`src/rtl/adc_serial_capture_if.sv`:
```
// Pin-level bundle between the serial ADC capture master and its surroundings.
//   start_p       request one conversion (single cycle)
//   sdo_p         ADC serial data, MSB first
//   cnv_p         ADC convert strobe
//   sck_p         ADC serial clock, idles low
//   data_p        last captured sample
//   data_valid_p  one-cycle strobe marking a new data_p
//   busy_p        conversion in progress
//   overrun_p     start_p seen while busy_p was high
// The capture block uses the master modport; the ADC/consumer side uses slave.
interface adc_serial_capture_if #(
    parameter int unsigned DATA_WIDTH = 16
);
    logic                  start_p;
    logic                  sdo_p;
    logic                  cnv_p;
    logic                  sck_p;
    logic [DATA_WIDTH-1:0] data_p;
    logic                  data_valid_p;
    logic                  busy_p;
    logic                  overrun_p;

    modport master (
        input  start_p,
        input  sdo_p,
        output cnv_p,
        output sck_p,
        output data_p,
        output data_valid_p,
        output busy_p,
        output overrun_p
    );

    modport slave (
        output start_p,
        output sdo_p,
        input  cnv_p,
        input  sck_p,
        input  data_p,
        input  data_valid_p,
        input  busy_p,
        input  overrun_p
    );
endinterface

```
`src/rtl/adc_serial_capture.sv`:
```
// Master for a serial-readout conversion ADC. On start_p it pulses CNV, waits
// the conversion time, then generates DATA_WIDTH SCK pulses, shifting SDO in
// MSB first on each SCK rising edge. The finished word appears on data_p with
// a one-cycle data_valid_p strobe.
//   clk_p      system clock
//   reset_n_p  asynchronous active-low reset
//   bus        pin/handshake bundle (master modport); all outputs registered
module adc_serial_capture #(
    parameter int unsigned DATA_WIDTH       = 16,
    parameter int unsigned CNV_HIGH_CYCLES  = 2,
    parameter int unsigned CONV_WAIT_CYCLES = 4,
    parameter int unsigned SCK_HALF_CYCLES  = 2
) (
    input logic                  clk_p,
    input logic                  reset_n_p,
    adc_serial_capture_if.master bus
);
    localparam int unsigned BitCntW = $clog2(DATA_WIDTH + 1);
    localparam logic [7:0]  CnvLast  = 8'(CNV_HIGH_CYCLES - 1);
    localparam logic [7:0]  WaitLast = 8'(CONV_WAIT_CYCLES - 1);
    localparam logic [7:0]  HalfLast = 8'(SCK_HALF_CYCLES - 1);

    typedef enum logic [2:0] {
        StIdle,
        StCnvHigh,
        StConvWait,
        StSckLow,
        StSckHigh
    } state_e;

    state_e                state_q, state_d;
    logic [7:0]            cnt_q, cnt_d;
    logic [BitCntW-1:0]    bit_cnt_q, bit_cnt_d;
    logic [DATA_WIDTH-1:0] shift_q, shift_d;
    logic [DATA_WIDTH-1:0] data_q, data_d;
    logic                  cnv_q, cnv_d;
    logic                  sck_q, sck_d;
    logic                  valid_q, valid_d;
    logic                  busy_q, busy_d;
    logic                  overrun_q, overrun_d;

    always_comb begin
        state_d   = state_q;
        cnt_d     = cnt_q;
        bit_cnt_d = bit_cnt_q;
        shift_d   = shift_q;
        data_d    = data_q;
        cnv_d     = cnv_q;
        sck_d     = sck_q;
        busy_d    = busy_q;
        valid_d   = 1'b0;
        // busy_q is low in the data_valid_p cycle, so a start there is legal.
        overrun_d = bus.start_p & busy_q;

        unique case (state_q)
            StIdle: begin
                if (bus.start_p) begin
                    state_d   = StCnvHigh;
                    cnv_d     = 1'b1;
                    busy_d    = 1'b1;
                    cnt_d     = '0;
                    bit_cnt_d = '0;
                end
            end
            StCnvHigh: begin
                if (cnt_q == CnvLast) begin
                    cnt_d   = '0;
                    cnv_d   = 1'b0;
                    state_d = StConvWait;
                end else begin
                    cnt_d = cnt_q + 8'd1;
                end
            end
            StConvWait: begin
                if (cnt_q == WaitLast) begin
                    cnt_d   = '0;
                    state_d = StSckLow;
                end else begin
                    cnt_d = cnt_q + 8'd1;
                end
            end
            StSckLow: begin
                if (cnt_q == HalfLast) begin
                    // Sample on the same edge that raises SCK.
                    cnt_d     = '0;
                    sck_d     = 1'b1;
                    shift_d   = {shift_q[DATA_WIDTH-2:0], bus.sdo_p};
                    bit_cnt_d = bit_cnt_q + BitCntW'(1);
                    state_d   = StSckHigh;
                end else begin
                    cnt_d = cnt_q + 8'd1;
                end
            end
            StSckHigh: begin
                if (cnt_q == HalfLast) begin
                    cnt_d = '0;
                    sck_d = 1'b0;
                    if (bit_cnt_q == BitCntW'(DATA_WIDTH)) begin
                        data_d  = shift_q;
                        valid_d = 1'b1;
                        busy_d  = 1'b0;
                        state_d = StIdle;
                    end else begin
                        state_d = StSckLow;
                    end
                end else begin
                    cnt_d = cnt_q + 8'd1;
                end
            end
            default: state_d = StIdle;
        endcase
    end

    always_ff @(posedge clk_p or negedge reset_n_p) begin
        if (!reset_n_p) begin
            state_q   <= StIdle;
            cnt_q     <= '0;
            bit_cnt_q <= '0;
            shift_q   <= '0;
            data_q    <= '0;
            cnv_q     <= 1'b0;
            sck_q     <= 1'b0;
            valid_q   <= 1'b0;
            busy_q    <= 1'b0;
            overrun_q <= 1'b0;
        end else begin
            state_q   <= state_d;
            cnt_q     <= cnt_d;
            bit_cnt_q <= bit_cnt_d;
            shift_q   <= shift_d;
            data_q    <= data_d;
            cnv_q     <= cnv_d;
            sck_q     <= sck_d;
            valid_q   <= valid_d;
            busy_q    <= busy_d;
            overrun_q <= overrun_d;
        end
    end

    assign bus.cnv_p        = cnv_q;
    assign bus.sck_p        = sck_q;
    assign bus.data_p       = data_q;
    assign bus.data_valid_p = valid_q;
    assign bus.busy_p       = busy_q;
    assign bus.overrun_p    = overrun_q;
endmodule

```
`src/flat_wrapper.sv`:
```
// flat-port wrapper written by rule: the top's interface ports become plain ports
module adc_serial_capture_flat 
#(
    parameter int unsigned DATA_WIDTH       = 16,
    parameter int unsigned CNV_HIGH_CYCLES  = 2,
    parameter int unsigned CONV_WAIT_CYCLES = 4,
    parameter int unsigned SCK_HALF_CYCLES  = 2
)
  (clk_p, reset_n_p, bus_start_p, bus_sdo_p, bus_cnv_p, bus_sck_p, bus_data_p, bus_data_valid_p, bus_busy_p, bus_overrun_p);
  adc_serial_capture_if #(.DATA_WIDTH(DATA_WIDTH)) bus_i ();
  input logic clk_p;
  input logic reset_n_p;
  input wire logic [$bits(bus_i.start_p)-1:0] bus_start_p;
  input wire logic [$bits(bus_i.sdo_p)-1:0] bus_sdo_p;
  output wire logic [$bits(bus_i.cnv_p)-1:0] bus_cnv_p;
  output wire logic [$bits(bus_i.sck_p)-1:0] bus_sck_p;
  output wire logic [$bits(bus_i.data_p)-1:0] bus_data_p;
  output wire logic [$bits(bus_i.data_valid_p)-1:0] bus_data_valid_p;
  output wire logic [$bits(bus_i.busy_p)-1:0] bus_busy_p;
  output wire logic [$bits(bus_i.overrun_p)-1:0] bus_overrun_p;
  assign bus_i.start_p = bus_start_p;
  assign bus_i.sdo_p = bus_sdo_p;
  assign bus_cnv_p = bus_i.cnv_p;
  assign bus_sck_p = bus_i.sck_p;
  assign bus_data_p = bus_i.data_p;
  assign bus_data_valid_p = bus_i.data_valid_p;
  assign bus_busy_p = bus_i.busy_p;
  assign bus_overrun_p = bus_i.overrun_p;
  adc_serial_capture #(.DATA_WIDTH(DATA_WIDTH), .CNV_HIGH_CYCLES(CNV_HIGH_CYCLES), .CONV_WAIT_CYCLES(CONV_WAIT_CYCLES), .SCK_HALF_CYCLES(SCK_HALF_CYCLES)) u_core (.clk_p(clk_p), .reset_n_p(reset_n_p), .bus(bus_i));
endmodule
```
`config.mk`:
```
export PLATFORM = sky130hd
export DESIGN_NAME = adc_serial_capture_flat
export DESIGN_NICKNAME = d
export VERILOG_FILES = /design/src/rtl/adc_serial_capture_if.sv /design/src/rtl/adc_serial_capture.sv /design/src/flat_wrapper.sv
export SDC_FILE = /design/constraint.sdc
export NUM_CORES = 1
export LEC_CHECK = 0
export ABC_AREA = 1
export ABC_CLOCK_PERIOD_IN_PS = 1600
export CAP_MARGIN = 30
export CORE_ASPECT_RATIO = 0.7
export CORE_MARGIN = 2
export CORE_UTILIZATION = 33
export DETAILED_ROUTE_END_ITERATION = 16
export DONT_BUFFER_PORTS = 1
export GPL_ROUTABILITY_DRIVEN = 0
export HOLD_SLACK_MARGIN = 0.1
export RECOVER_POWER = 50
export SYNTH_ARGS = -nofsm -noshare
export SYNTH_HDL_FRONTEND = slang
export SYNTH_SLANG_ARGS = --single-unit
```
`constraint.sdc`:
```
create_clock -name clk_p -period 1.6 [get_ports clk_p]
set_input_delay 0.48 -clock clk_p [delete_from_list [all_inputs] [get_ports clk_p]]
set_output_delay 0.48 -clock clk_p [all_outputs]
set_load 0.01 [all_outputs]
```
; ---- Word level (Yosys, flattened, before mapping)
; Index checks and enable logic that the tools add are counted.
[totals]
regBits = 53
input_bits = 4
output_inout_bits = 21
elab_cells = 66
[op_classes]
n_addsub = 2
n_eq_ne = 13
muxes = 25
bitwise_logic = 1
reduce_logical = 15
[op_table]
columns = cell, n
row1 = $mux 8, 3
row2 = $pmux 8 s3, 1
row3 = $mux 3, 5
row4 = $pmux 3 s5, 1
row5 = $reduce_and 3->1, 4
row6 = $mux 5, 2
row7 = $ne 2x1->1 const B, 5
row8 = $pmux 5 s2, 1
row9 = $add 8x1->8 const B, 1
row10 = $eq 8x1->1 const B, 1
row11 = $eq 8x2->1 const B, 1
row12 = $mux 1, 8
row13 = $reduce_bool 2->1, 4
row14 = $eq 3x2->1 const B, 2
row15 = $pmux 1 s2, 3
row16 = $add 5x1->5 const B, 1
row17 = $eq 5x5->1 const B, 1
row18 = $reduce_and 5->1, 1
row19 = $reduce_and 2->1, 2
row20 = $reduce_and 4->1, 1
row21 = $eq 3x1->1 const B, 1
row22 = $eq 3x3->1 const B, 1
row23 = $logic_not 3->1, 1
row24 = $reduce_bool 3->1, 1
row25 = other kinds (4), 4

; ---- Depth between registers and ports, before layout
; Gate-level depths: netlist (run 1).
[depth]
depth_word = 4
depth_mapped = 9
mapped_depth_nobuf = 9

; ---- Worst setup path before layout (run 1)
; OpenSTA, ideal clock, no wires.
[synth_timing]
kind = reg2reg
start = reg u_core.bit_cnt_q[0]
end = reg u_core.data_q[10] (netlist: u_core.bus.data_p[10])
setup_time_ps = 118
arrival_time_ps = 1226
t_required_ps = 1482
path_slack_ps = 256
stages_incl_launch_ff = 9
path_buffers = 1
synth_period_minus_slack_ps = 1344
path_cell_list = dfrtp_1 -> inv_1 -> ha_1 -> nand3_1 -> nor2_2 -> nand2_4 -> buf_4 -> nand2_1 -> o21ai_2
[synth_between]
elab_chain_cells = 2
[synth_rtl]
columns = item, line
row1 = from (decl), adc_serial_capture.sv:33  ; logic [BitCntW-1:0] bit_cnt_q, bit_cnt_d;
row2 = from (signal assigned), adc_serial_capture.sv:129  ; bit_cnt_q <= bit_cnt_d;
row3 = $eq 5x5->1, adc_serial_capture.sv:98  ; if (bit_cnt_q == BitCntW'(DATA_WIDTH)) begin
row4 = $reduce_and 3->1 (no source line), -
row5 = to (signal assigned), adc_serial_capture.sv:131  ; data_q <= data_d;
row6 = to (decl), adc_serial_capture.sv:35  ; logic [DATA_WIDTH-1:0] data_q, data_d;
; No other way between the ends.
; A chain may end at the register's enable or synchronous reset.

; ---- Worst setup path after layout (run 1)
[layout_timing]
start = reg u_core.cnt_q[6]
end = reg u_core.shift_q[4]
[layout_between]
elab_chain_cells = 2
[layout_rtl]
columns = item, line
row1 = from (decl), adc_serial_capture.sv:32  ; logic [7:0] cnt_q, cnt_d;
row2 = from (signal assigned), adc_serial_capture.sv:128  ; cnt_q <= cnt_d;
row3 = $eq 8x1->1, adc_serial_capture.sv:83  ; if (cnt_q == HalfLast) begin
row4 = $reduce_and 2->1 (no source line), -
row5 = to (signal assigned), adc_serial_capture.sv:130  ; shift_q <= shift_d;
row6 = to (decl), adc_serial_capture.sv:34  ; logic [DATA_WIDTH-1:0] shift_q, shift_d;
; No other way between the ends.

==> impl_metrics.yaml, run 1 <==
routing:
  num_vias: 1853
  routed_wl_um: 5080
  drtPass1Iterations: 4
  drc: 0
  vias_per_cell: 4.62
  met2_length_um: 2130
  final_antenna_net_count: 0
  wl_met3_um: 291
  drt-wirelength-per-cell_um: 12.7
  top_layer_used: "met4"
  m1WireLength_um: 2630
  drtIter0Drc: 157
power:
  ir_drop_uv: 558
  leakagePower_nw: 1.33
  cellPowerDensity_nw_per_um2: 1400
  p_total_w: 0.00399
placed_design:
  placed_cell_area_um2: 2700
  hpwl_um: 3520
  portBuffers: 0
  place_inst: 392
synthesis:
  yosysSeqAreaShare_pct: 51.1
  netlist.area_leader.share_pct: 51.1
  synth.distinct_cells: 23
  synth_ff_type: "dfrtp_1"
  ys_async_sr_fraction_pct: 100
  synth_nets: 299
  synth_warnings: 0
  ys_seq_elements: 53
  synth_area_leader_cell: "dfrtp_1"
  synthTopCellsByArea: "dfrtp_1, nand2_1, o21ai_2"
  syn_inst: 291
  syn_area_per_cell_um2: 8.91
  netlist_area_um2: 2590
  synthTopCellsByCount: "nand2_1, dfrtp_1, inv_1"
  synth_most_common_cell: "nand2_1"
  synth_edf_count: 0
critical_path:
  r2r_cells: 6
  path_class: "flop to flop"
  crit_fanout: 33
  r2r_slack_ns: 0.11
  crit_arrival_ns: 1.70
  crit_end: "u_core.shift_q[4]"
  critical_path.startpoint_type: "flop"
  critPathCaptureType: "flop"
  crit_required_ns: 1.80
  r2r-end: "u_core.shift_q[4]"
  r2r_start: "u_core.cnt_q[6]"
  crit_start: "u_core.cnt_q[6]"
run:
  maxCapViolCount: 0
clock_tree:
  cts.sinks: 53
  clock_latency_ns: 0.32
  clk_pin_slew_worst_paths_ns: 0.11
  cts_tree: "built"
  clk_path_buf_depth: 2
  cts_buffers: 5
  htree_num_levels: 2
  cts-root-buf: "clkbuf_8"
floorplan:
  core_um2: 7740
  die_width_um: 110
  io_pins: 25
  start_util_pct: 33.5
  rows: 27
  die_y_um: 78.2
  die_area_um2: 8600
grt:
  grt_max_degree: 54
  antenna_found_initial: 0
  grt_pass1_wl_um: 8630
  grt_overflow: 0
  grt_pass1_vias: 1768
  track_usage_pct: 12.8
status:
  violations: "negative hold slack"
  run_status: "finished with violations"
timing:
  hold_viol_final: 53
  setup_violations: 0
  relSlewSlack_pct: 79.6
  fin_crit_sh_pct: 93.3
  rsz0062_at_grt: "false"
  drv_slew: 0
  fmax_mhz: 670
  finClkSkew_ns: 0.0132
  finalSetupTns_ns: 0
  hold_ws_ns: -0.160
  tightest_slew_ns: 0.305
  fin_crit_ns: 1.49
cells_and_area:
  final_nets: 307
  nFillCells: 781
  antenna_cells: 0
  fin_area_um2: 2840
  areaGrowthSynthToFinish_pct: 9.60
  layoutNonFillerInstCount: 401
  final_layout_size_suffix_gt1_share_pct: 21.0
worst_hold_path:
  hp-class: "input pin to async pin"
-- worst min path at each step --
stage / from / cells past startpoint / slack (ns) / end
floorplan: reset_n_p / 0 / 0.18 / u_core.bit_cnt_q[0]
global placement: reset_n_p / 0 / 0.19 / u_core.bit_cnt_q[1]
detailed placement: reset_n_p / 0 / 0.19 / u_core.bit_cnt_q[2]
CTS: reset_n_p / 0 / -0.16 / u_core.bus.data_p[15]
global route: reset_n_p / 0 / -0.19 / u_core.bus.data_p[11]
finish: reset_n_p / 0 / -0.16 / u_core.bus.data_p[15]
-- routing by layer --
layer | track usage (%) | up-vias
met1 | 19.4 | 877
met2 | 16.8 | 38
met4 | 4.30 | 0
met5 | 0 | -
met3 | 4.15 | 2
li1 | - | 936
-- critical path, cell delays in order (launching register included) --
cell and delay, ns:
dfrtp_1 0.43, nor2_1 0.16, nand2_2 0.12, nor2_8 0.27, nand2_8 0.22, nand2_1 0.13, o21ai_2 0.06
-- stage by stage --
stage,setup WS (ns),utilization (%)
floorplan,0.256,-
global placement,0.134,34.9
detailed placement,0.0602,34.9
CTS,0.0412,36.1
global route,0.00411,36.7
finish,0.107,36.7
-- power by group --
group	internal (W)	switching [W]	total, W
sequential	0.00153	0.000164	0.00170
combinational	0.000451	0.00105	0.00150
clock	0.000317	0.000477	0.000794
-- registers in the layout, indices dropped and copies added, names as in the netlist --
| register | count |
|---|---|
| u_core.shift_q | 16 |
| u_core.bus.data_p | 16 |
| u_core.bus.sck_p | 1 |
| u_core.bus.busy_p | 1 |
| u_core.bit_cnt_q | 5 |
| u_core.cnt_q | 8 |
| u_core.state_q | 3 |
| u_core.bus.data_valid_p | 1 |
| u_core.bus.cnv_p | 1 |
| u_core.bus.overrun_p | 1 |
-- layout make-up --
cell class | count | area (um2) | share of cell area (%)
sequential | 53 | 1330 | 46.7
inverter | 42 | 158 | 5.55
tap | 101 | 126 | 4.45
multi-input combinational | 190 | 1090 | 38.2
clock buffer | 5 | 68.8 | 2.42
timing repair buffer | 7 | 52.6 | 1.85
clock inverter | 3 | 25.0 | 0.880
-- timing repair --
action / in CTS / in global routing
gates resized for setup: 0 / 8
endpoints found under the setup margin: 0 / 39
setup buffers: 0 / 1
endpoints found under the hold margin: 53 / 53
-- cells by family after synthesis --
kind of cell,count (synthesis),share of synthesized area [%]
buffers and inverters,48,8.54
DFF,53,51.1
xor gates and xnor gates,3,1.01
adders and majority gates,4,1.93
AOI/OAI and AO/OA,50,14.8
and+or+nand+nor,133,22.6
-- cells in the final DEF, fill, tap and decap left out --
cell and instances:
inv_6 1, ha_1 4, nand3_1 21, o21ai_4 1
o21bai_1 2, clkinvlp_4 1, o21ai_2 30, o21ai_0 8
xor2_1 3, dfrtp_1 53, nand3b_1 1, o211ai_1 5
clkinv_4 1, nor2_1 9, nand2_2 4, nor2_2 6
inv_2 2, nand4_1 2, nor2_4 1, nor2_8 1
buf_4 7, nand2_1 85, clkbuf_8 5, or2_2 1
inv_1 40, a21oi_1 1, nand2_8 2, o21ai_1 3
Power figures use the tool's default switching activity.
==> run 2: changes to the inputs <==
==> constraint.sdc (replaced) <==
create_clock -name clk_p -period 1.6 [get_ports clk_p]
set_input_delay 0.16 -clock clk_p [delete_from_list [all_inputs] [get_ports clk_p]]
set_output_delay 0.16 -clock clk_p [all_outputs]
set_load 0.01 [all_outputs]
==> run 2 against run 1 <==
Effect of this change:
- the run now ends clean
- design area increased by 1.3%
- utilization increased by 0.49 points
- final cell count increased by 1.0%
- register-to-register slack about the same
- global-route usage about the same
- total power increased by 0.88%
- maximum frequency about the same
- via count increased by 0.32%
- sequential cell count unchanged
- sequential power about the same
- routed wire length decreased by 0.18%
- largest cell class unchanged
- largest power group unchanged
==> impl_metrics.yaml, run 2 (synthesis gave the netlist of run 1 again) <==
clock_tree:
  clk_pin_slew_worst_paths_ns: 0.10
  htree_num_levels: 2
  cts.sinks: 53
  clk_path_buf_depth: 2
  cts-root-buf: "clkbuf_8"
  cts_buffers: 5
  clock_latency_ns: 0.32
  cts_tree: "built"
cells_and_area:
  final_util_pct: 37.2
  mostFrequentLayoutCell: "nand2_1"
  final_nets: 311
  antenna_cells: 0
  most-common-layout-cells: "nand2_1, dfrtp_1, inv_1"
  areaGrowthSynthToFinish_pct: 11.0
  fin_area_um2: 2880
  final_layout_size_suffix_gt1_share_pct: 21.1
timing:
  fin_crit_sh_pct: 93.4
  fmax_mhz: 670
  relSlewSlack_pct: 51.5
  hold_ws_ns: 0.230
  rsz0062_at_grt: "false"
  setup_violations: 0
  fin_crit_ns: 1.49
  tightest_slew_ns: 0.727
  drv_slew: 0
  finalSetupTns_ns: 0
  finClkSkew_ns: 0.0118
  finalWorstSetupSlack_ns: 0.106
  hold_viol_final: 0
worst_hold_path:
  hp-start: "bus_start_p"
  hp-class: "input pin to flop"
  hold_depth: 5
  holdPathEnd: "u_core.bus.cnv_p"
grt:
  track_usage_pct: 12.8
  grt_pass1_wl_um: 8670
  grt_pass1_vias: 1780
  grt_max_degree: 54
  antenna_found_initial: 0
  grt_overflow: 0
power:
  power_frac_clock_pct: 19.8
  ir_drop_uv: 562
  leakagePower_nw: 1.35
  sw_frac_of_total_pct: 42.7
  p_int_w: 0.00231
  switching_power_w: 0.00172
  cellPowerDensity_nw_per_um2: 1400
  power_frac_seq_pct: 42.1
  comb_power_share_pct: 38.1
critical_path:
  critPathCaptureType: "flop"
  r2r_cells: 6
  crit_fanout: 33
  path_class: "flop to flop"
  crit_required_ns: 1.80
  r2r_slack_ns: 0.11
  crit_arrival_ns: 1.70
  r2r_start: "u_core.cnt_q[6]"
  critical_path.startpoint_type: "flop"
  r2r-end: "u_core.shift_q[4]"
routing:
  final_antenna_net_count: 0
  drtPass1Iterations: 4
  drt-wirelength-per-cell_um: 12.5
  m1WireLength_um: 2640
  met2_length_um: 2080
  num_vias: 1859
  routed_wl_um: 5070
  drc: 0
  top_layer_used: "met4"
  drtIter0Drc: 177
  vias_per_cell: 4.59
  wl_met3_um: 314
status:
  run_status: "finished, final reports clean"
floorplan:
  core_um2: 7740
  start_util_pct: 33.5
  io_pins: 25
  die_y_um: 78.2
  die_area_um2: 8600
  rows: 27
  die_width_um: 110
placed_design:
  portBuffers: 0
  placed_cell_area_um2: 2700
  dp_worst_setup_slack_ns: 0.0602
  hpwl_um: 3520
run:
  maxCapViolCount: 0
## run 2: cell count changes in the layout (fill, tap and decap cells not counted), sizes merged
cell / before / now
clkbuf: 5 / 6
dlygate4sd3: 0 / 3
## run 2: how the worst max path moves through the flow
stage	start	to	slack (ns)
final	u_core.cnt_q[6]	u_core.shift_q[4]	0.11
after global routing	u_core.bit_cnt_q[1]	u_core.bus.data_p[6]	0.004
after CTS	u_core.cnt_q[0]	u_core.shift_q[3]	0.04
after detailed placement	u_core.cnt_q[0]	u_core.shift_q[3]	0.06
after global placement	u_core.cnt_q[0]	u_core.shift_q[13]	0.13
after floorplan	u_core.bit_cnt_q[0]	u_core.bus.data_p[10]	0.26
## run 2: power groups by stage
stage / logic (W) / registers, W / clock network [W]
6_report: 0.00153 / 0.00169 / 0.000796
5_1_grt: 0.00174 / 0.00172 / 0.000887
4_1_cts: 0.00147 / 0.00169 / 0.000814
3_5_place_dp: 0.00141 / 0.00172 / 0
3_3_place_gp: 0.00137 / 0.00171 / 0
2_1_floorplan: 0.00110 / 0.00170 / 0
## run 2: what timing repair did
action / 4_1_cts / 5_1_grt
endpoints found under the setup margin: 0 / 37
resized for setup: 0 / 8
endpoints found under the hold margin: 57 / 0
setup buffers: 0 / 1
hold buffers: 4 / 0
## run 2: area by class of cell
class	instances	area [um2]
fill	782	4860
tap	101	126
multi-input combinational	190	1090
clock inverter	3	25.0
timing repair buffer	11	90.1
clock buffer	5	68.8
inverter	42	158
sequential	53	1330
## run 2: worst max-delay path, stage by stage, from the launching register on
cell and delay, ns:
dfrtp_1 0.43, nor2_1 0.16, nand2_2 0.12, nor2_8 0.27, nand2_8 0.22, nand2_1 0.13
o21ai_2 0.06
## run 2: metal layers
| layer | track usage, % | up-vias |
|---|---|---|
| met2 | 17.2 | 48 |
| met3 | 3.65 | 2 |
| met5 | 0 | - |
| li1 | - | 943 |
| met1 | 19.8 | 866 |
| met4 | 3.67 | 0 |
## run 2: per-stage QoR
step / power (W) / std cells
finish: 0.00402 / 405
CTS: 0.00398 / 404
detailed placement: 0.00313 / 392
floorplan: 0.00279 / 291
global placement: 0.00308 / 392
global route: 0.00435 / 405
